==> src/rtl/lfsr_pkg.sv <==
// lfsr_pkg: shared mode constants, default taps and width-generic LFSR next-state function.
package lfsr_pkg;
  localparam logic LFSR_GALOIS = 1'b0;
  localparam logic LFSR_FIB = 1'b1;
  localparam logic [4:0] LFSR_TAPS5 = 5'b00100;
  localparam int LFSR_MAXW = 64;
  // q and taps are zero-extended to LFSR_MAXW; only the low w bits are meaningful.
  function automatic logic [LFSR_MAXW-1:0] lfsr_next(input logic [LFSR_MAXW-1:0] q,
                                                    input logic [LFSR_MAXW-1:0] taps,
                                                    input int w, input logic mode);
    logic [LFSR_MAXW-1:0] msb, t, sh;
    msb = LFSR_MAXW'(1) << (w - 1);
    t = taps & (msb - LFSR_MAXW'(1));
    sh = q >> 1;
    return mode == LFSR_FIB ? (sh | ((q[0] ^ (^(q & t))) ? msb : '0))
                            : (sh ^ (q[0] ? (t | msb) : '0));
  endfunction
endpackage

==> src/rtl/lfsr_gen_if.sv <==
// lfsr_gen_if: control/status bundle of lfsr_gen.
//   master drives step, load, load_data; slave (the generator) drives q, sout, wrap, zero_err, period.
interface lfsr_gen_if #(parameter int WIDTH = 5, parameter int CW = 16);
  logic step;
  logic load;
  logic [WIDTH-1:0] load_data;
  logic [WIDTH-1:0] q;
  logic sout;
  logic wrap;
  logic zero_err;
  logic [CW-1:0] period;
  modport master(output step, load, load_data, input q, sout, wrap, zero_err, period);
  modport slave(input step, load, load_data, output q, sout, wrap, zero_err, period);
endinterface

==> src/rtl/lfsr_next_comb.sv <==
// lfsr_next_comb: combinational one-step LFSR successor.
//   q in WIDTH current state, n out WIDTH next state.
module lfsr_next_comb
  import lfsr_pkg::*;
#(
  parameter int WIDTH = 5,
  parameter logic [WIDTH-1:0] TAPS = WIDTH'(LFSR_TAPS5),
  parameter logic MODE = LFSR_GALOIS
) (
  input logic [WIDTH-1:0] q,
  output logic [WIDTH-1:0] n
);
  logic [LFSR_MAXW-1:0] n_full;
  assign n_full = lfsr_next(LFSR_MAXW'(q), LFSR_MAXW'(TAPS), WIDTH, MODE);
  assign n = n_full[WIDTH-1:0];
endmodule

==> src/rtl/lfsr_gen.sv <==
// lfsr_gen: parametrised PRBS generator with seed load, zero-seed protection and period measurement.
//   clk, reset (sync, active-high); bus: lfsr_gen_if slave (step/load/load_data in; q/sout/wrap/zero_err/period out).
module lfsr_gen
  import lfsr_pkg::*;
#(
  parameter int WIDTH = 5,
  parameter logic [WIDTH-1:0] TAPS = WIDTH'(LFSR_TAPS5),
  parameter logic MODE = LFSR_GALOIS,
  parameter logic [WIDTH-1:0] SEED = WIDTH'(1),
  parameter int CW = 16
) (
  input logic clk,
  input logic reset,
  lfsr_gen_if.slave bus
);
  if (SEED == '0) begin : g_bad_seed
    $error("lfsr_gen: SEED must be non-zero");
  end
  if (WIDTH < 3 || WIDTH > LFSR_MAXW) begin : g_bad_width
    $error("lfsr_gen: WIDTH out of range");
  end
  logic [WIDTH-1:0] q, seed_reg, n;
  logic [CW-1:0] cnt, period, cnt_inc;
  logic wrap, zero_err, ld_ok;
  lfsr_next_comb #(.WIDTH(WIDTH), .TAPS(TAPS), .MODE(MODE)) u_next (.q(q), .n(n));
  assign cnt_inc = &cnt ? cnt : cnt + 1'b1;
  assign ld_ok = bus.load_data != '0;
  // A rejected all-zero load falls back to SEED so the register can never lock up.
  always_ff @(posedge clk) begin
    if (reset) begin
      q <= SEED;
      seed_reg <= SEED;
      cnt <= '0;
      period <= '0;
      wrap <= 1'b0;
      zero_err <= 1'b0;
    end else if (bus.load) begin
      q <= ld_ok ? bus.load_data : SEED;
      seed_reg <= ld_ok ? bus.load_data : SEED;
      zero_err <= !ld_ok;
      cnt <= '0;
      wrap <= 1'b0;
    end else if (bus.step) begin
      q <= n;
      zero_err <= 1'b0;
      wrap <= n == seed_reg;
      cnt <= n == seed_reg ? '0 : cnt_inc;
      if (n == seed_reg) period <= cnt_inc;
    end else begin
      wrap <= 1'b0;
      zero_err <= 1'b0;
    end
  end
  assign bus.q = q;
  assign bus.sout = q[0];
  assign bus.wrap = wrap;
  assign bus.zero_err = zero_err;
  assign bus.period = period;
endmodule

==> src/flat_wrapper.sv <==
// flat-port wrapper written by rule: the top's interface ports become plain ports
module lfsr_gen_flat import lfsr_pkg::*;
#(
  parameter int WIDTH = 5,
  parameter logic [WIDTH-1:0] TAPS = WIDTH'(LFSR_TAPS5),
  parameter logic MODE = LFSR_GALOIS,
  parameter logic [WIDTH-1:0] SEED = WIDTH'(1),
  parameter int CW = 16
)
  (clk, reset, bus_step, bus_load, bus_load_data, bus_q, bus_sout, bus_wrap, bus_zero_err, bus_period);
  lfsr_gen_if #(.WIDTH(WIDTH), .CW(CW)) bus_i ();
  input logic clk;
  input logic reset;
  input wire logic [$bits(bus_i.step)-1:0] bus_step;
  input wire logic [$bits(bus_i.load)-1:0] bus_load;
  input wire logic [$bits(bus_i.load_data)-1:0] bus_load_data;
  output wire logic [$bits(bus_i.q)-1:0] bus_q;
  output wire logic [$bits(bus_i.sout)-1:0] bus_sout;
  output wire logic [$bits(bus_i.wrap)-1:0] bus_wrap;
  output wire logic [$bits(bus_i.zero_err)-1:0] bus_zero_err;
  output wire logic [$bits(bus_i.period)-1:0] bus_period;
  assign bus_i.step = bus_step;
  assign bus_i.load = bus_load;
  assign bus_i.load_data = bus_load_data;
  assign bus_q = bus_i.q;
  assign bus_sout = bus_i.sout;
  assign bus_wrap = bus_i.wrap;
  assign bus_zero_err = bus_i.zero_err;
  assign bus_period = bus_i.period;
  lfsr_gen #(.WIDTH(WIDTH), .TAPS(TAPS), .MODE(MODE), .SEED(SEED), .CW(CW)) u_core (.clk(clk), .reset(reset), .bus(bus_i));
endmodule
==> config.mk <==
export PLATFORM = sky130hd
export DESIGN_NAME = lfsr_gen_flat
export DESIGN_NICKNAME = d
export VERILOG_FILES = /design/src/rtl/lfsr_pkg.sv /design/src/rtl/lfsr_gen_if.sv /design/src/rtl/lfsr_next_comb.sv /design/src/rtl/lfsr_gen.sv /design/src/flat_wrapper.sv
export SDC_FILE = /design/constraint.sdc
export NUM_CORES = 1
export LEC_CHECK = 0
export ABC_CLOCK_PERIOD_IN_PS = 3000
export CAP_MARGIN = 10
export CELL_PAD_IN_SITES_DETAIL_PLACEMENT = 1
export CELL_PAD_IN_SITES_GLOBAL_PLACEMENT = 1
export CORE_UTILIZATION = 30
export DETAILED_ROUTE_END_ITERATION = 16
export PLACE_DENSITY = 0.69
export SYNTH_ARGS = -nofsm -noshare
export SYNTH_HDL_FRONTEND = slang
export SYNTH_SLANG_ARGS = --single-unit
==> constraint.sdc <==
create_clock -name clk -period 3 [get_ports clk]
set_input_delay 0.6 -clock clk [delete_from_list [all_inputs] [get_ports clk]]
set_output_delay 0.6 -clock clk [all_outputs]
set_load 0.005 [all_outputs]
==> results.toml <==
[sta]
skew_ns = 0.00426
min_period_over_period_pct = 76.5
timing.final.hold_violations = 0
tns_ns = 0
fmax_mhz = 436
slew_headroom_pct = 58.5
grt_setup_unrepaired = "false"
post-route-min-period_ns = 2.29
drv_slew = 0
worst_slack_ns = 0.705
holdWs_ns = 0.458
report.final.setup_viol = 0
tightest_slew_ns = 0.618

[floorplanning]
die_h_um = 89.8
start_util_pct = 31.4
die_w_um = 89.8
die_area_um2 = 8060
coreArea_um2 = 7370
ios = 33
rows = 31

[synthesis]
synthArstFlopShare_pct = 0
ys_warn_count = 0
yosys.area.top_type = "dfxtp_1"
ys_top_cells_by_area = "dfxtp_1, a21oi_1, nor2_1, nand2_1, xnor2_1"
ys_ff_latch = 44
yosysMostFrequentCell = "dfxtp_1"
synth_nets = 274
synthCells = 264
yosys_most_used_dff = "dfxtp_1"
synthTopCellsByCount = "dfxtp_1, nor2_1, a21oi_1"
yosysTopAreaCellShare_pct = 38.1
synth_edf_count = 0
ys_types = 48
yosysSeqAreaShare_pct = 38.1
syn_avg_cell_area_um2 = 8.76
synthesis.area_um2 = 2310

[cells_and_area]
largestRegisters = "u_core.bus.period x16, u_core.cnt x16"
antenna_cells = 0
syn_to_final_growth_pct = 19.2
fillers = 884
drive_above_1_share_pct = 11.8
regArea_um2 = 881
layout.nets = 297
stdcell_count = 386
multi_input_area_um2 = 1300

[clocking]
ctsRootBufferMaster = "clkbuf_8"
cts_hold_buf = 0
tritoncts = "built"
clk_path_buf_depth = 2
clkTransAtPathRegs_ns = 0.08
cts_resized = 0
clock_latency_ns = 0.29
htree_levels = 2
post_cts_buffers = 0
cts_buffers = 5
cts.sinks = 44

[global_route]
grt_pass1_wl_um = 10100
grt_overflow = 0
antenna_found_initial = 0
grt_max_degree = 31
grt_pass1_vias = 1966
grt.total_usage_pct = 15.3

[routing]
firstDrtPassIters = 4
drtIter0Drc = 79
drt_wl_total_um = 5840
route.vias.total = 1979
drc = 0
ant_nets = 0
post_drt_wl_per_cell_um = 15.1
avgViaCountPerCell = 5.13

[critical_path]
crit_fanout = 9
critical_path_class = "reg2reg"
worst_path_largest_cell_delay_ns = 0.69
cp-end-kind = "flip-flop"
cp-start-kind = "flip-flop"
path_cells = "ha_1, nand4_2, or4_1, nand3_2, xor2_1, a211oi_1"
required_ns = 3.21
slowest_stage = "or4_1"
arrival_ns = 2.51

[placement]
port-buffer-count = 32
gp_congestion = 0.767
dp.cells = 379
hpwlAfterDp_um = 4300
pre_cts_ws_ns = 0.666

[outcome]
status = "completed"

[pwr]
leakagePower_nw = 0.931
peakVddDrop_uv = 138
pwr_density_cell_nw_per_um2 = 402

[flow_run]
maxCapViolCount = 0

[hold_path]
hold_class = "reg2reg"
[final timing paths]
| check | from | endpoint | slack, ns | depth (start not counted) |
|---|---|---|---|---|
| max | u_core.cnt[0] | u_core.bus.period[5] | 0.71 | 6 |
| min reg2reg | u_core.bus.period[2] | u_core.bus.period[2] | 0.46 | 2 |
| max reg2reg | u_core.cnt[0] | u_core.bus.period[5] | 0.71 | 6 |
| min | u_core.bus.period[2] | u_core.bus.period[2] | 0.46 | 2 |
[layer usage]
metal	share of wire, %	global-route usage, %
met5	0	0
met4	1.1	4.10
met3	2.0	2.45
met2	45	24.2
met1	52	21.4
[cells by family after synthesis]
group,count (synthesis),synth area share (%)
AO/OA/AOI/OAI,71,21.5
XOR/XNOR,17,6.44
adder cells (fa/ha/maj),1,0.541
buffers and inverters,24,5.68
flip-flops,44,38.1
multiplexers,7,3.03
AND/OR/NAND/NOR,100,24.7
[critical path, delay by kind of cell (launching register included)]
family / cells / cell delay [ns]
and+or+nand+nor: 3 / 1.13
adders and majority gates: 1 / 0.35
xor gates and xnor gates: 1 / 0.08
AOI/OAI and AO/OA: 1 / 0.22
DFF: 1 / 0.43
[final cells by class]
cell class	instances	share of cell area [%]
flip-flops and latches	44	32.0
clock inverters	1	0.182
clock buffers	6	2.63
repair buffers	38	13.3
well taps	99	4.50
inverters	2	0.272
multi-input cells	196	47.2
[stage by stage]
step,utilization (%),power (mW),area [um^2]
after floorplan,-,0.719,2310
after global placement,36.3,0.766,2680
after detailed placement,36.3,0.772,2680
after CTS,37.4,1.13,2760
after global routing,37.4,1.17,2760
final,37.4,1.11,2760
[cells in the final DEF, fill, tap and decap left out, types with 2 or more instances in the layout]
cell type	netlist	routed
a311oi_2	4	4
dfxtp_1	44	44
a31oi_1	9	9
a211oi_1	4	4
nor2b_1	4	4
a21oi_2	3	3
a41oi_1	2	2
nand4_4	2	2
xnor2_1	9	9
o211ai_1	2	2
nor4_1	3	3
nand2_1	24	24
nand3_1	7	7
o21ai_0	9	9
nor3_1	5	5
clkdlybuf4s50_1	0	32
and3_1	2	2
a21oi_1	26	26
buf_4	4	6
nor2_1	32	32
mux2i_1	7	7
nor4_4	2	2
or3_1	2	2
clkbuf_8	0	5
a211oi_2	5	5
nand2b_1	2	2
or4_1	2	2
xor2_1	8	8
nand3_2	3	3
and4_1	3	3
nand4_1	2	2
inv_1	2	2
[power breakdown]
group	internal (mW)	leakage [nW]	total [mW]	switching, mW
combinational	0.0615	0.533	0.133	0.0712
clock	0.159	0.0410	0.351	0.192
sequential	0.602	0.357	0.625	0.0227
Power figures use the tool's default switching activity.
